**config.mk**
```make
export PLATFORM = sky130hd
export DESIGN_NAME = act_feedback_buffer
export DESIGN_NICKNAME = d
export VERILOG_FILES = /design/src/rtl/act_feedback_buffer.sv
export SDC_FILE = /design/constraint.sdc
export NUM_CORES = 1
export LEC_CHECK = 0
export ABC_AREA = 1
export CAP_MARGIN = 20
export CORE_MARGIN = 4
export CORE_UTILIZATION = 65
export CTS_BUF_LIST = sky130_fd_sc_hd__clkbuf_8
export CTS_CLUSTER_DIAMETER = 150
export DETAILED_ROUTE_END_ITERATION = 10
export PLACE_DENSITY = 0.86
export SYNTH_ARGS = -nofsm -noshare
export SYNTH_HDL_FRONTEND = slang
export SYNTH_SLANG_ARGS = --single-unit
```
**constraint.sdc**
```tcl
create_clock -name clk -period 6.47 [get_ports clk]
set_input_delay 1.294 -clock clk [delete_from_list [all_inputs] [get_ports clk]]
set_output_delay 1.294 -clock clk [all_outputs]
set_load 0.1 [all_outputs]
```
**src/rtl/act_feedback_buffer.sv**
```systemverilog
// act_feedback_buffer: collects one layer's activations, then replays them in order as the next layer's input.
module act_feedback_buffer #(
  parameter int DWIDTH = 32,
  parameter int NNEURON = 10,
  parameter int AWIDTH = 4
) (
  input  logic              clk,
  input  logic              rst,
  input  logic              clr,
  input  logic              act_valid,
  input  logic [DWIDTH-1:0] act_data,
  output logic              act_ready,
  output logic              out_valid,
  output logic [DWIDTH-1:0] out_data,
  input  logic              out_ready,
  output logic              out_last,
  output logic              sel,
  output logic [AWIDTH-1:0] fill_cnt
);
  typedef enum logic {FILL, DRAIN} state_t;
  state_t state;
  logic [AWIDTH-1:0] wr_ptr, rd_ptr;
  logic [DWIDTH-1:0] mem [NNEURON];
  logic wr, rd, last_wr;
  assign act_ready = state == FILL;
  assign out_valid = state == DRAIN;
  assign sel = out_valid;
  assign wr = act_ready && act_valid;
  assign rd = out_valid && out_ready;
  assign last_wr = wr_ptr == AWIDTH'(NNEURON - 1);
  assign out_last = out_valid && rd_ptr == AWIDTH'(NNEURON - 1);
  assign out_data = out_valid ? mem[rd_ptr] : '0;
  assign fill_cnt = out_valid ? AWIDTH'(NNEURON) : wr_ptr;
  always_ff @(posedge clk or posedge rst)
    if (rst) begin
      state <= FILL;
      wr_ptr <= '0;
      rd_ptr <= '0;
    end else if (clr) begin
      state <= FILL;
      wr_ptr <= '0;
      rd_ptr <= '0;
    end else if (wr) begin
      wr_ptr <= last_wr ? '0 : wr_ptr + 1'b1;
      rd_ptr <= '0;
      state <= last_wr ? DRAIN : FILL;
    end else if (rd) begin
      rd_ptr <= out_last ? '0 : rd_ptr + 1'b1;
      state <= out_last ? FILL : DRAIN;
    end
  always_ff @(posedge clk)
    if (wr && !clr) mem[wr_ptr] <= act_data;
endmodule

```
==> Yosys cells after proc, flatten, opt, wreduce, memory -nomap -nowiden <==
Memory sizes are Yosys's and may differ from the RTL's.
Cells that the tools add are included.
W data, S select, Z words.
{ "totals": {"wordCells": 32, "out_inout_bits": 40, "mem_count": 1, "ramBits": 320, "inputBits": 37, "register_bits": 9} }
{ "classes": {"reduce_logical": 7, "eq_ne": 2, "n_bitwise": 1, "n_addsub": 2, "mux": 16} }
{ "mem_list": {"columns": ["name", "words", "word_bits", "rd", "rd_ports_with_merged_regs", "write_ports", "line_no", "text"], "rows": [
  ["mem", 10, 32, 1, 0, 1, "23", "logic [DWIDTH-1:0] mem [NNEURON];"]
]} }
{ "ops": {"columns": ["op", "count"], "rows": [
  ["$mux W32", 1],
  ["$mux W4", 8],
  ["$add A4 B1 Y4 const B", 2],
  ["$eq A4 B4 Y1 const B", 2],
  ["$mux W1", 7],
  ["$logic_and A1 B1 Y1", 4],
  ["$reduce_bool A3 Y1", 1],
  ["$reduce_bool A2 Y1", 1],
  ["$logic_not A1 Y1", 1],
  ["$not A1 Y1", 1]
]} }

==> Logic depth before layout (Yosys ltp) <==
Gate-level depths: netlist of run 1.
{ "depth": {"ltp_word": 6, "mapped_depth": 10, "depth_no_buf": 9} }

==> Least setup slack after synthesis of run 1 <==
Ideal clock, no wire load.
{ "synth_path": {"path_kind": "flip-flop to flip-flop", "start": "register state, in the netlist out_valid", "end": "memory mem[9][0], enable pin", "period_less_slack_ns": 5.297, "path_stages_with_launch": 5, "setup_time_ns": 0.502, "slack_ns": 1.173, "arrival_time_ns": 4.796, "required_ns": 5.968, "path_buffers": 1, "cell_sequence": "dfrtp_1 -> buf_6 -> inv_2 -> nand2_2 -> nor4_1"} }
{ "synth_between": {"elab_chain_len": 5} }
{ "synth_rtl": {"columns": ["item", "line_no", "text"], "rows": [
  ["from (decl)", "21", "state_t state;"],
  ["from (signal assigned)", "46", "state <= last_wr ? DRAIN : FILL;"],
  ["from (signal assigned)", "49", "state <= out_last ? FILL : DRAIN;"],
  ["$not A1 Y1", "25", "assign act_ready = state == FILL;"],
  ["net act_ready", "12", "output logic act_ready,"],
  ["$logic_and A1 B1 Y1", "28", "assign wr = act_ready && act_valid;"],
  ["$logic_and A1 B1 Y1", "52", "if (wr && !clr) mem[wr_ptr] <= act_data;"],
  ["$mux W1", "52", null],
  ["$mux W1 (not written as such)", "52", null],
  ["to (decl)", "23", null]
]} }
The timed path passes the listed nets, and every way through them passes these cells.

==> Final worst setup path of run 1 <==
{ "layout_path": {"start": "register rd_ptr[0]", "end": "output out_data[15]"} }
{ "layout_between": {"elab_chain_len": 2} }
{ "layout_rtl": {"columns": ["item", "line_no", "text"], "rows": [
  ["from (decl)", "22", "logic [AWIDTH-1:0] wr_ptr, rd_ptr;"],
  ["from (signal assigned)", "48", "rd_ptr <= out_last ? '0 : rd_ptr + 1'b1;"],
  ["$mem_v2 Z10 W32", null, null],
  ["$mux W32", "32", "assign out_data = out_valid ? mem[rd_ptr] : '0;"],
  ["to (decl)", "14", "output logic [DWIDTH-1:0] out_data,"]
]} }
Every way passes these cells.

==> results of run 1 <==
registers in the layout, indices dropped and copies added, names as in the netlist:
register / count
mem: 320
out_valid: 1
rd_ptr: 4
wr_ptr: 4
cells by family (layout without fill, tap and decap cells):
| logic type | Yosys count | count (layout) |
|---|---|---|
| DFF | 329 | 329 |
| buffers and inverters | 341 | 456 |
| and+or+nand+nor | 659 | 659 |
| xor gates and xnor gates | 1 | 1 |
| AOI/OAI and AO/OA | 41 | 41 |
| adders and majority gates | 2 | 2 |
area by class of cell:
cell class	count	share of cell area (%)
inverters	273	6.41
repair buffers	96	5.18
multi-input cells	703	19.3
clock inverters	34	0.999
flip-flops and latches	329	61.4
clock buffers	53	4.55
well taps	275	2.15
metal layers:
layer | vias up | wire length (µm) | share of wire (%) | GRT usage, %
li1 | 4588 | - | - | -
met1 | 4642 | 11900 | 37 | 35.8
met2 | 581 | 16300 | 50 | 45.5
met3 | 70 | 3380 | 10 | 4.41
met4 | 0 | 822 | 2.5 | 9.96
met5 | - | 0 | 0 | 0
power groups by stage:
stage / registers (W) / clock network, W / logic [W]
CTS: 0.00238 / 0.00156 / 0.000487
floorplan: 0.00242 / 0 / 0.000348
global route: 0.00238 / 0.00166 / 0.000517
finish: 0.00238 / 0.00155 / 0.000487
global placement: 0.00242 / 0 / 0.000473
detailed placement: 0.00243 / 0 / 0.000483
synthesized netlist by cell type (2+ instances only):
cell	n	area share [%]
a21oi_1	34	1.2
clkbuf_1	25	0.66
nor2_1	18	0.48
inv_1	270	7.1
o22ai_1	2	0.088
buf_2	37	1.3
dfrtp_1	9	1.6
edfxtp_1	320	68
nand3_1	230	8.1
o21ai_0	3	0.11
buf_6	2	0.16
buf_4	2	0.11
nor3_1	3	0.11
ha_1	2	0.18
nand2_1	402	11
buf_1	2	0.053
worst max-delay path, stage by stage, from the launching register on:
cell	delay [ps]
dfrtp_4	1070
inv_4	620
buf_4	450
nand2_1	100
nand3_1	100
nand3_1	150
nand2_1	80
a21oi_1	260
buf_4	350
per-stage QoR:
stage                     cell area, µm²  utilization [%]  hold slack (ps)  power, W
after floorplan                    14200                -              528   0.00277
after global placement             15100             71.1              583   0.00290
after detailed placement           15100             71.1              613   0.00291
after CTS                          16000             75.3              627   0.00443
after global routing               16000             75.3              659   0.00456
final                              16000             75.3              638   0.00442
worst max-delay path by stage:
stage	from	to	cells after the start
2_1_floorplan	out_valid$_DFFE_PP0P_	mem[9][0]$_DFFE_PP_	4
3_5_place_dp	rd_ptr[0]$_DFFE_PP0P_	out_data[15]	8
4_1_cts	rd_ptr[0]$_DFFE_PP0P_	out_data[15]	8
5_1_grt	rd_ptr[0]$_DFFE_PP0P_	out_data[15]	8
6_report	rd_ptr[0]$_DFFE_PP0P_	out_data[15]	8
3_3_place_gp	rd_ptr[0]$_DFFE_PP0P_	out_data[15]	8
==> results.txt, run 1 <==
----------------------------------------------------
[Global route]
  Maximum number of pins on one net before global-route repair ... 98
  Grt total ovfl ... 0
  Antenna violations before repair ... 0
  Gr usage total ... 27.0%
  Wire length of the first global-routing pass ... 50.9 mm
  Vias in the first global route ... approximately 9800

[Cells and area]
  Non-filler cells in the finished layout ... 1763
  Layout cell share with drive strength beyond 1 ... 8.60%
  Count of nets after finishing ... 1493
  Number of fill cells in the layout ... 1278
  Number of antenna diodes ... 0
  Leading cell type in the layout, fill and taps excluded ... nand2_1
  Multi-input gate area ... slightly above 0.003 mm²
  Signed area change from the synthesized netlist to the final layout ... 12.8%
  Most used cells in the layout excluding fill and tap cells ... nand2_1, edfxtp_1, inv_1
  Area of all sequential standard cells ... 0.00984 mm²

[Clocking]
  TritonCTS clock tree ... yes
  Post CTS Setup Buffer Count ... 0
  CTS Buf Count ... between 50 and 60
  Later-pin clock latency in the skew report ... 550 ps
  Clk sinks ... 329
  Clock-pin slew on the worst setup and hold paths ... 60 ps
  CTS Root Cell ... clkbuf_8
  Count of instances resized after the clock tree is built ... 0
  Hold bufs inserted after CTS ... 0
  Clk buf depth ... 3
  H-Tree Depth ... 2

[Power and ir drop]
  Sw Share ... 26.1%
  Switching power ... ~0.0012 W
  Combinational share of power ... 11.0%
  Cell Pwr Density ... 276 mW/mm²
  Part of the power in the clock network ... 35.0%
  Maximum VDD drop ... around 0.00027 V
  P_int ... 0.00326 W
  Sequential Power Share ... 53.9%
  P_leak ... 6.82 nW

[Die]
  Width of the die ... 156 µm
  Site Rows ... 53
  Effective utilization at floorplan ... 66.8%
  I/O pin count ... 77
  Die outline area ... approximately 0.024 mm²
  Overall die height ... 156 µm
  Core Box Area ... 0.0213 mm²

[Synth]
  Arithmetic-cell share of the synthesized area counting full adders, half adders and majority gates ... less than 1%
  Flop and latch count out of synthesis ... 329
  Mean instance size in the synthesized netlist ... 10.4 µm²
  Xor-xnor portion of the synthesized cell area ... 0.0616%
  Part of the Yosys area used for sequential elements ... between 60% and 70%
  Area fraction in and, or, nand and nor cells after synthesis ... about a fifth
  Yosys warning count ... 0
  Post-synth cell types ... 28
  Number of enable flip-flop cells after synthesis ... 320
  Net count after synthesis ... 1412
  Dominant synthesized flop cell ... edfxtp_1
  Multiplexer area fraction after synthesis ... 0%
  Post-synthesis compound-gate area fraction ... 1.49%
  Summed instance area of the synthesized netlist ... 0.0142 mm²
  Ys async rst share ... 2.74%
  Largest family of logic cells by synthesized area ... simple AND/OR/NAND/NOR gates
  Cells after Synth ... 1373

[Drt]
  Avg WL per Cell ... 18.4 µm
  DR vias/cell ... between 5 and 6
  Number of vias in the routed layout ... 9881
  Initial DRC Count ... 1181
  Total wire length after detailed routing ... 32.4 mm
  Post-route antenna net violation count ... 0
  Number of optimization iterations in the first detailed-route pass ... 7
  Total DRC errors in the routed layout ... 0

[Timing]
  Maximum clock rate ... 196 MHz
  Setup clock skew after layout ... between 10 and 15 ps
  Post-layout minimum cycle time ... approximately 5100 ps
  Tightest Pin Transition ... 1030 ps
  Final Hold Fails ... 0
  Share of the cycle needed by the critical path after routing ... 78.9%
  Relative slew slack ... about a third
  TNS Setup ... 0 ps
  Worst setup margin ... around 1400 ps
  Final-report setup violation count ... 0
  Final slew viol count ... 0
  Unrepaired setup endpoints after global routing ... false

[Placed design]
  Worst-case setup slack after placement ... 2020 ps
  PortBufs ... 76
  Placed cell count ... around 1700
  RD Place Congestion ... 0.781
  HPWL after DPL ... 17.0 mm

[Hold path]
  Worst Min Path Start ... wr_ptr[2]$_DFFE_PP0P_
  Terminating pin of the worst hold path ... wr_ptr[2]$_DFFE_PP0P_
  Worst min path class ... flop to flop
  Hold Crit Depth ... 2

[Critical path]
  Startpoint-to-endpoint class of the critical path ... flop to primary output
  Worst flop-to-flop path startpoint ... out_valid$_DFFE_PP0P_
  Worst reg2reg endpoint ... mem[3][14]$_DFFE_PP_
  CP startpoint kind ... flop
  Required @ worst endpoint ... 5180 ps
  Arrival time of the worst setup path ... 3810 ps
  Critical Path End Type ... primary output
  Maximum fanout along the worst path ... 97
  Logic depth of the worst register-to-register path ... 7
  Register-to-register setup slack ... 3370 ps

[Run status]
  Status ... finished, final reports clean

[Flow run]
  Number of maximum-capacitance violations ... 0

----------------------------------------------------
Power figures use the tool's default switching activity.
==> run 2, diff against run 1 <==
- CORE_UTILIZATION: 65 -> 62
- PLACE_DENSITY: 0.86 -> 0.82
- clock period: 6.47 -> 4.91 ns (I/O delays scaled with it)
==> results.txt, run 2 (synthesized netlist as in run 1, its figures left out) <==
----------------------------------------------------
[Run status]
  Status ... finished, final reports clean

[Timing]
  Final slew viol count ... 0
  Maximum clock rate ... 264 MHz
  Share of the cycle needed by the critical path after routing ... 77.2%
  Final Hold Fails ... 0
  Tightest Pin Transition ... roughly 1100 ps
  Setup clock skew after layout ... approximately 19 ps
  TNS Setup ... 0 ps
  Relative slew slack ... 27.5%
  Post-layout minimum cycle time ... 3790 ps
  Final-report setup violation count ... 0
  Unrepaired setup endpoints after global routing ... false

[Global route]
  Vias in the first global route ... between 9000 and 10000
  Grt total ovfl ... 0
  Gr usage total ... 24.9%
  Wire length of the first global-routing pass ... between 50 and 60 mm
  Maximum number of pins on one net before global-route repair ... 164
  Antenna violations before repair ... 0

[Cells and area]
  Most flop-heavy register ... mem
  Number of antenna diodes ... 0
  Max reg flops ... 320
  Multi-input gate area ... 0.00311 mm²
  Count of nets after finishing ... 1493
  Number of fill cells in the layout ... approximately 1400
  Area of all sequential standard cells ... 0.00984 mm²
  Summed area of non-filler cells in the final layout ... about 0.017 mm²
  Most used cells in the layout excluding fill and tap cells ... nand2_1, edfxtp_1, inv_1
  Registers with the most flip-flops ... mem (320), rd_ptr (4), wr_ptr (4)
  Layout cell share with drive strength beyond 1 ... 8.96%
  Leading cell type in the layout, fill and taps excluded ... nand2_1
  Signed area change from the synthesized netlist to the final layout ... 16.2%

[Critical path]
  Kind of cell adding the most delay to the critical path ... flip-flops
  Maximum cell stage delay along the critical path ... 1030 ps
  Buf/Inv on CP ... 3
  Critical Path End Type ... primary output
  Startpoint-to-endpoint class of the critical path ... flop to primary output
  Maximum fanout along the worst path ... 22
  CP startpoint kind ... flop
  Arrival time of the worst setup path ... 2810 ps
  Required @ worst endpoint ... 3930 ps
  Register-to-register setup slack ... about 2000 ps
  Critical-path cell list ... clkinv_1, buf_4, nand3_1, nand2_1, a21oi_1, buf_12
  Library cell contributing the largest single delay on the critical path ... dfrtp_1

[Clocking]
  Clk buf depth ... 3
  H-Tree Depth ... 2
  Hold bufs inserted after CTS ... 0
  CTS Root Cell ... clkbuf_8
  Clock-pin slew on the worst setup and hold paths ... 60 ps
  Post CTS Setup Buffer Count ... 0
  TritonCTS clock tree ... yes
  Count of instances resized after the clock tree is built ... 0
  CTS Buf Count ... 51
  Later-pin clock latency in the skew report ... 570 ps
  Clk sinks ... 329

[Drt]
  Number of vias in the routed layout ... 9876
  Total wire length after detailed routing ... 31.9 mm
  DR vias/cell ... 5.55
  Initial DRC Count ... 1003
  Detailed route wirelength on metal3 ... 3.26 mm
  Post-route antenna net violation count ... 0
  Detailed-routed wire length on met2 ... 15.7 mm
  Total DRC errors in the routed layout ... 0
  Max Used Layer ... met4
  Avg WL per Cell ... 17.9 µm
  Wire length on met1 ... 12.1 mm
  Number of optimization iterations in the first detailed-route pass ... 6

[Die]
  Die outline area ... about 0.025 mm²
  Core Box Area ... 0.0226 mm²
  Site Rows ... 55
  Width of the die ... 159 µm
  Effective utilization at floorplan ... a little over three fifths
  I/O pin count ... 77
  Overall die height ... 159 µm

[Placed design]
  HPWL after DPL ... 17.7 mm
  PortBufs ... 76
  RD Place Congestion ... 0.808
  Dpl cell area ... 0.0156 mm²

[Power and ir drop]
  Final Total Pwr ... around 0.006 W
  Cell Pwr Density ... 355 mW/mm²
  P_leak ... 7.00 nW
  Maximum VDD drop ... 0.000262 V

[Flow run]
  Number of maximum-capacitance violations ... 0

[Hold path]
  Worst min path class ... flop to flop

----------------------------------------------------
## run 2: cell count changes in the layout (fill, tap and decap cells not counted)
cell,change
buf_12,+38
buf_4,-35
bufinv_16,-1
clkbuf_8,-2
clkdlybuf4s50_1,-3
clkinv_1,-7
clkinv_2,+5
clkinvlp_4,-1
inv_1,+11
inv_6,+2
nor4_2,-1
nor4_4,+1
## run 2: area by class of cell
| class | instances | share of cell area (%) |
|---|---|---|
| clock buffers | 51 | 4.25 |
| clock inverters | 43 | 1.09 |
| inverters | 273 | 6.22 |
| multi-input cells | 703 | 18.8 |
| flip-flops and latches | 329 | 59.6 |
| well taps | 285 | 2.16 |
| repair buffers | 96 | 7.87 |
## run 2: per-layer routing
metal,global-route usage [%],vias to the layer above
met5,0,-
met4,9.59,0
met3,5.15,89
met2,41.2,526
met1,32.8,4658
li1,-,4603
## run 2: power breakdown
group          switching (W)  leakage, nW  internal, W
Combinational       0.000526         3.45     0.000216
Sequential        0.00000934         3.00      0.00311
Clock                0.00102        0.547     0.000972
## run 2: tightest hold or removal path, cell delays in order, from the launching register on
cell and delay (ps):
dfrtp_1 370, inv_1 90, nand2_1 70, o21ai_0 70
## run 2: path summary, 6_finish.rpt
| kind | startpoint | to | depth (start not counted) |
|---|---|---|---|
| worst max-delay path | rd_ptr[2]$_DFFE_PP0P_ | out_data[20] | 6 |
| worst min-delay path | wr_ptr[0]$_DFFE_PP0P_ | wr_ptr[0]$_DFFE_PP0P_ | 3 |
| worst max register to register | out_valid$_DFFE_PP0P_ | mem[7][5]$_DFFE_PP_ | 6 |
| worst min register to register | wr_ptr[0]$_DFFE_PP0P_ | wr_ptr[0]$_DFFE_PP0P_ | 3 |
| max in group asynchronous | rst | rd_ptr[0]$_DFFE_PP0P_ | 2 |
| min in group asynchronous | rst | wr_ptr[3]$_DFFE_PP0P_ | 2 |
## run 2: through the flow
stage	std cells	setup slack, ps	util [%]	hold WS [ps]
floorplan	1373	284	-	528
global placement	1684	1440	69.1	595
detailed placement	1684	1350	69.1	629
CTS	1778	1160	73.0	639
global route	1780	1000	73.2	670
finish	1780	1120	73.2	639
==> run 3, diff against run 2 <==
- clock period: 4.91 -> 3.84 ns (I/O delays scaled with it)
==> results.txt, run 3 (synthesized netlist as in run 1, its figures left out) <==
----------------------------------------------------
[Drt]
  DR vias/cell ... approximately 5.6
  Avg WL per Cell ... 18.0 µm
  Number of optimization iterations in the first detailed-route pass ... 5
  Post-route antenna net violation count ... 0
  Total DRC errors in the routed layout ... 0
  Initial DRC Count ... 1157
  Total wire length after detailed routing ... about 32 mm
  Number of vias in the routed layout ... 9920

[Critical path]
  Buf/Inv on CP ... 3
  Maximum fanout along the worst path ... between 50 and 60
  Logic depth of the worst register-to-register path ... 6
  Cell with the most instances on the worst path ... nand2_1
  Worst flop-to-flop path startpoint ... out_valid$_DFFE_PP0P_
  Worst reg2reg endpoint ... mem[2][9]$_DFFE_PP_
  Register-to-register setup slack ... between 1000 and 1500 ps
  Maximum cell stage delay along the critical path ... 500 ps
  CP startpoint kind ... flop
  Kind of cell adding the most delay to the critical path ... buffers and inverters
  Required @ worst endpoint ... a little over 3000 ps
  Critical-path cell list ... inv_4, buf_4, nand2_1, nand3_1, nand2_1, a21oi_1, buf_12
  Startpoint-to-endpoint class of the critical path ... flop to primary output
  Critical Path End Type ... primary output
  Arrival time of the worst setup path ... 2720 ps
  Library cell contributing the largest single delay on the critical path ... dfrtp_4

[Cells and area]
  Most used cells in the layout excluding fill and tap cells ... nand2_1, edfxtp_1, inv_1
  Max reg flops ... 320
  Non-filler cells in the finished layout ... ~1800
  Number of fill cells in the layout ... about 1400
  Registers with the most flip-flops ... mem (320), rd_ptr (4), wr_ptr (4)
  Most flop-heavy register ... mem
  Multi-input gate area ... 0.00311 mm²
  Layout cell share with drive strength beyond 1 ... 9.36%
  Count of nets after finishing ... 1500
  Number of antenna diodes ... 0
  Signed area change from the synthesized netlist to the final layout ... 16.2%
  Area of all sequential standard cells ... about 0.0098 mm²
  Summed area of non-filler cells in the final layout ... 0.0165 mm²
  Leading cell type in the layout, fill and taps excluded ... nand2_1

[Clocking]
  TritonCTS clock tree ... yes
  Clk buf depth ... 3
  Post CTS Setup Buffer Count ... 0
  H-Tree Depth ... 2
  Later-pin clock latency in the skew report ... about 560 ps
  CTS Buf Count ... 51
  Hold bufs inserted after CTS ... 0
  CTS Root Cell ... clkbuf_8
  Clock-pin slew on the worst setup and hold paths ... about 70 ps
  Clk sinks ... between 300 and 400
  Count of instances resized after the clock tree is built ... 0

[Die]
  Width of the die ... 159 µm
  I/O pin count ... 77
  Effective utilization at floorplan ... 63.0%
  Core Box Area ... approximately 0.023 mm²
  Overall die height ... 159 µm
  Site Rows ... 55
  Die outline area ... 0.0254 mm²

[Placed design]
  RD Place Congestion ... between 0.8 and 0.9
  Placed cell count ... 1693
  Dpl cell area ... 0.0157 mm²
  HPWL after DPL ... 18.1 mm
  PortBufs ... between 70 and 80

[Run status]
  Status ... finished, final reports clean

[Timing]
  Post-layout minimum cycle time ... 3490 ps
  TNS Setup ... 0 ps
  Final-report setup violation count ... 0
  Relative slew slack ... between 40% and 50%
  Share of the cycle needed by the critical path after routing ... 90.9%
  Tightest Pin Transition ... 836 ps
  Final Hold Fails ... 0
  Minimum hold slack ... 484 ps
  Setup clock skew after layout ... 16.2 ps
  Final slew viol count ... 0
  Unrepaired setup endpoints after global routing ... false
  Maximum clock rate ... 287 MHz

[Global route]
  Wire length of the first global-routing pass ... 51.0 mm
  Grt total ovfl ... 0
  Maximum number of pins on one net before global-route repair ... 164
  Antenna violations before repair ... 0
  Gr usage total ... between 20 and 30%
  Vias in the first global route ... just under 10000

[Power and ir drop]
  Combinational share of power ... between 10% and 20%
  Final Total Pwr ... roughly 0.0074 W
  Maximum VDD drop ... 0.000399 V
  P_leak ... 7.00 nW
  Switching power ... 0.00196 W
  Sequential Power Share ... 53.6%
  Cell Pwr Density ... 451 mW/mm²
  Part of the power in the clock network ... 33.4%
  Sw Share ... 26.4%
  P_int ... 0.00548 W

[Flow run]
  Number of maximum-capacitance violations ... 0

[Hold path]
  Worst min path class ... input port to asynchronous set/reset pin

----------------------------------------------------
run 3: cell types whose count changed in the layout (fill, tap and decap cells not counted), sizes merged:
cell	previous run	this run
clkinv	18	15
buf	55	67
inv	298	293
clkdlybuf4s50	41	36
clkinvlp	0	1
run 3: per-stage QoR:
stage               utilization, %  setup WS, ps
finish                        73.2           351
CTS                           73.2           331
detailed placement            69.4           643
global placement              69.4           704
global route                  73.2           176
floorplan                        -          -786
run 3: worst max path at each step:
stage	startpoint	endpoint	cells after the start
2_1_floorplan	out_valid$_DFFE_PP0P_	mem[0][0]$_DFFE_PP_	6
3_3_place_gp	act_valid	mem[5][28]$_DFFE_PP_	6
3_5_place_dp	act_valid	mem[2][4]$_DFFE_PP_	6
4_1_cts	rd_ptr[0]$_DFFE_PP0P_	out_data[13]	7
5_1_grt	rd_ptr[0]$_DFFE_PP0P_	out_data[13]	7
6_report	rd_ptr[0]$_DFFE_PP0P_	out_data[13]	7
run 3: routing by layer:
layer / global-route usage, % / part of all wire (%) / vias up
li1: - / - / 4609
met1: 33.2 / 38 / 4669
met2: 42.2 / 50 / 553
met3: 4.43 / 9.0 / 89
met4: 9.63 / 2.9 / 0
met5: 0 / 0 / -
run 3: worst register-to-register path, stage by stage, from the launching register on:
cell and delay, ps:
dfrtp_1 390, inv_2 110, nand2_2 130, nor2_1 250, nand3_1 340, nor2_4 550, buf_4 360
run 3: power groups by stage:
stage                     Sequential, W  Clock [W]  Combinational, W
after floorplan                 0.00408          0          0.000586
after global placement          0.00407          0          0.000939
after detailed placement        0.00407          0          0.000956
after CTS                       0.00399    0.00252          0.000961
after global routing            0.00399    0.00269           0.00102
final                           0.00399    0.00249          0.000962
run 3: cell type report:
class / count / share of cell area [%]
clock buffer: 51 / 4.25
clock inverter: 36 / 0.856
inverter: 273 / 6.22
multi-input combinational: 703 / 18.8
sequential: 329 / 59.6
tap: 285 / 2.16
timing repair buffer: 103 / 8.11
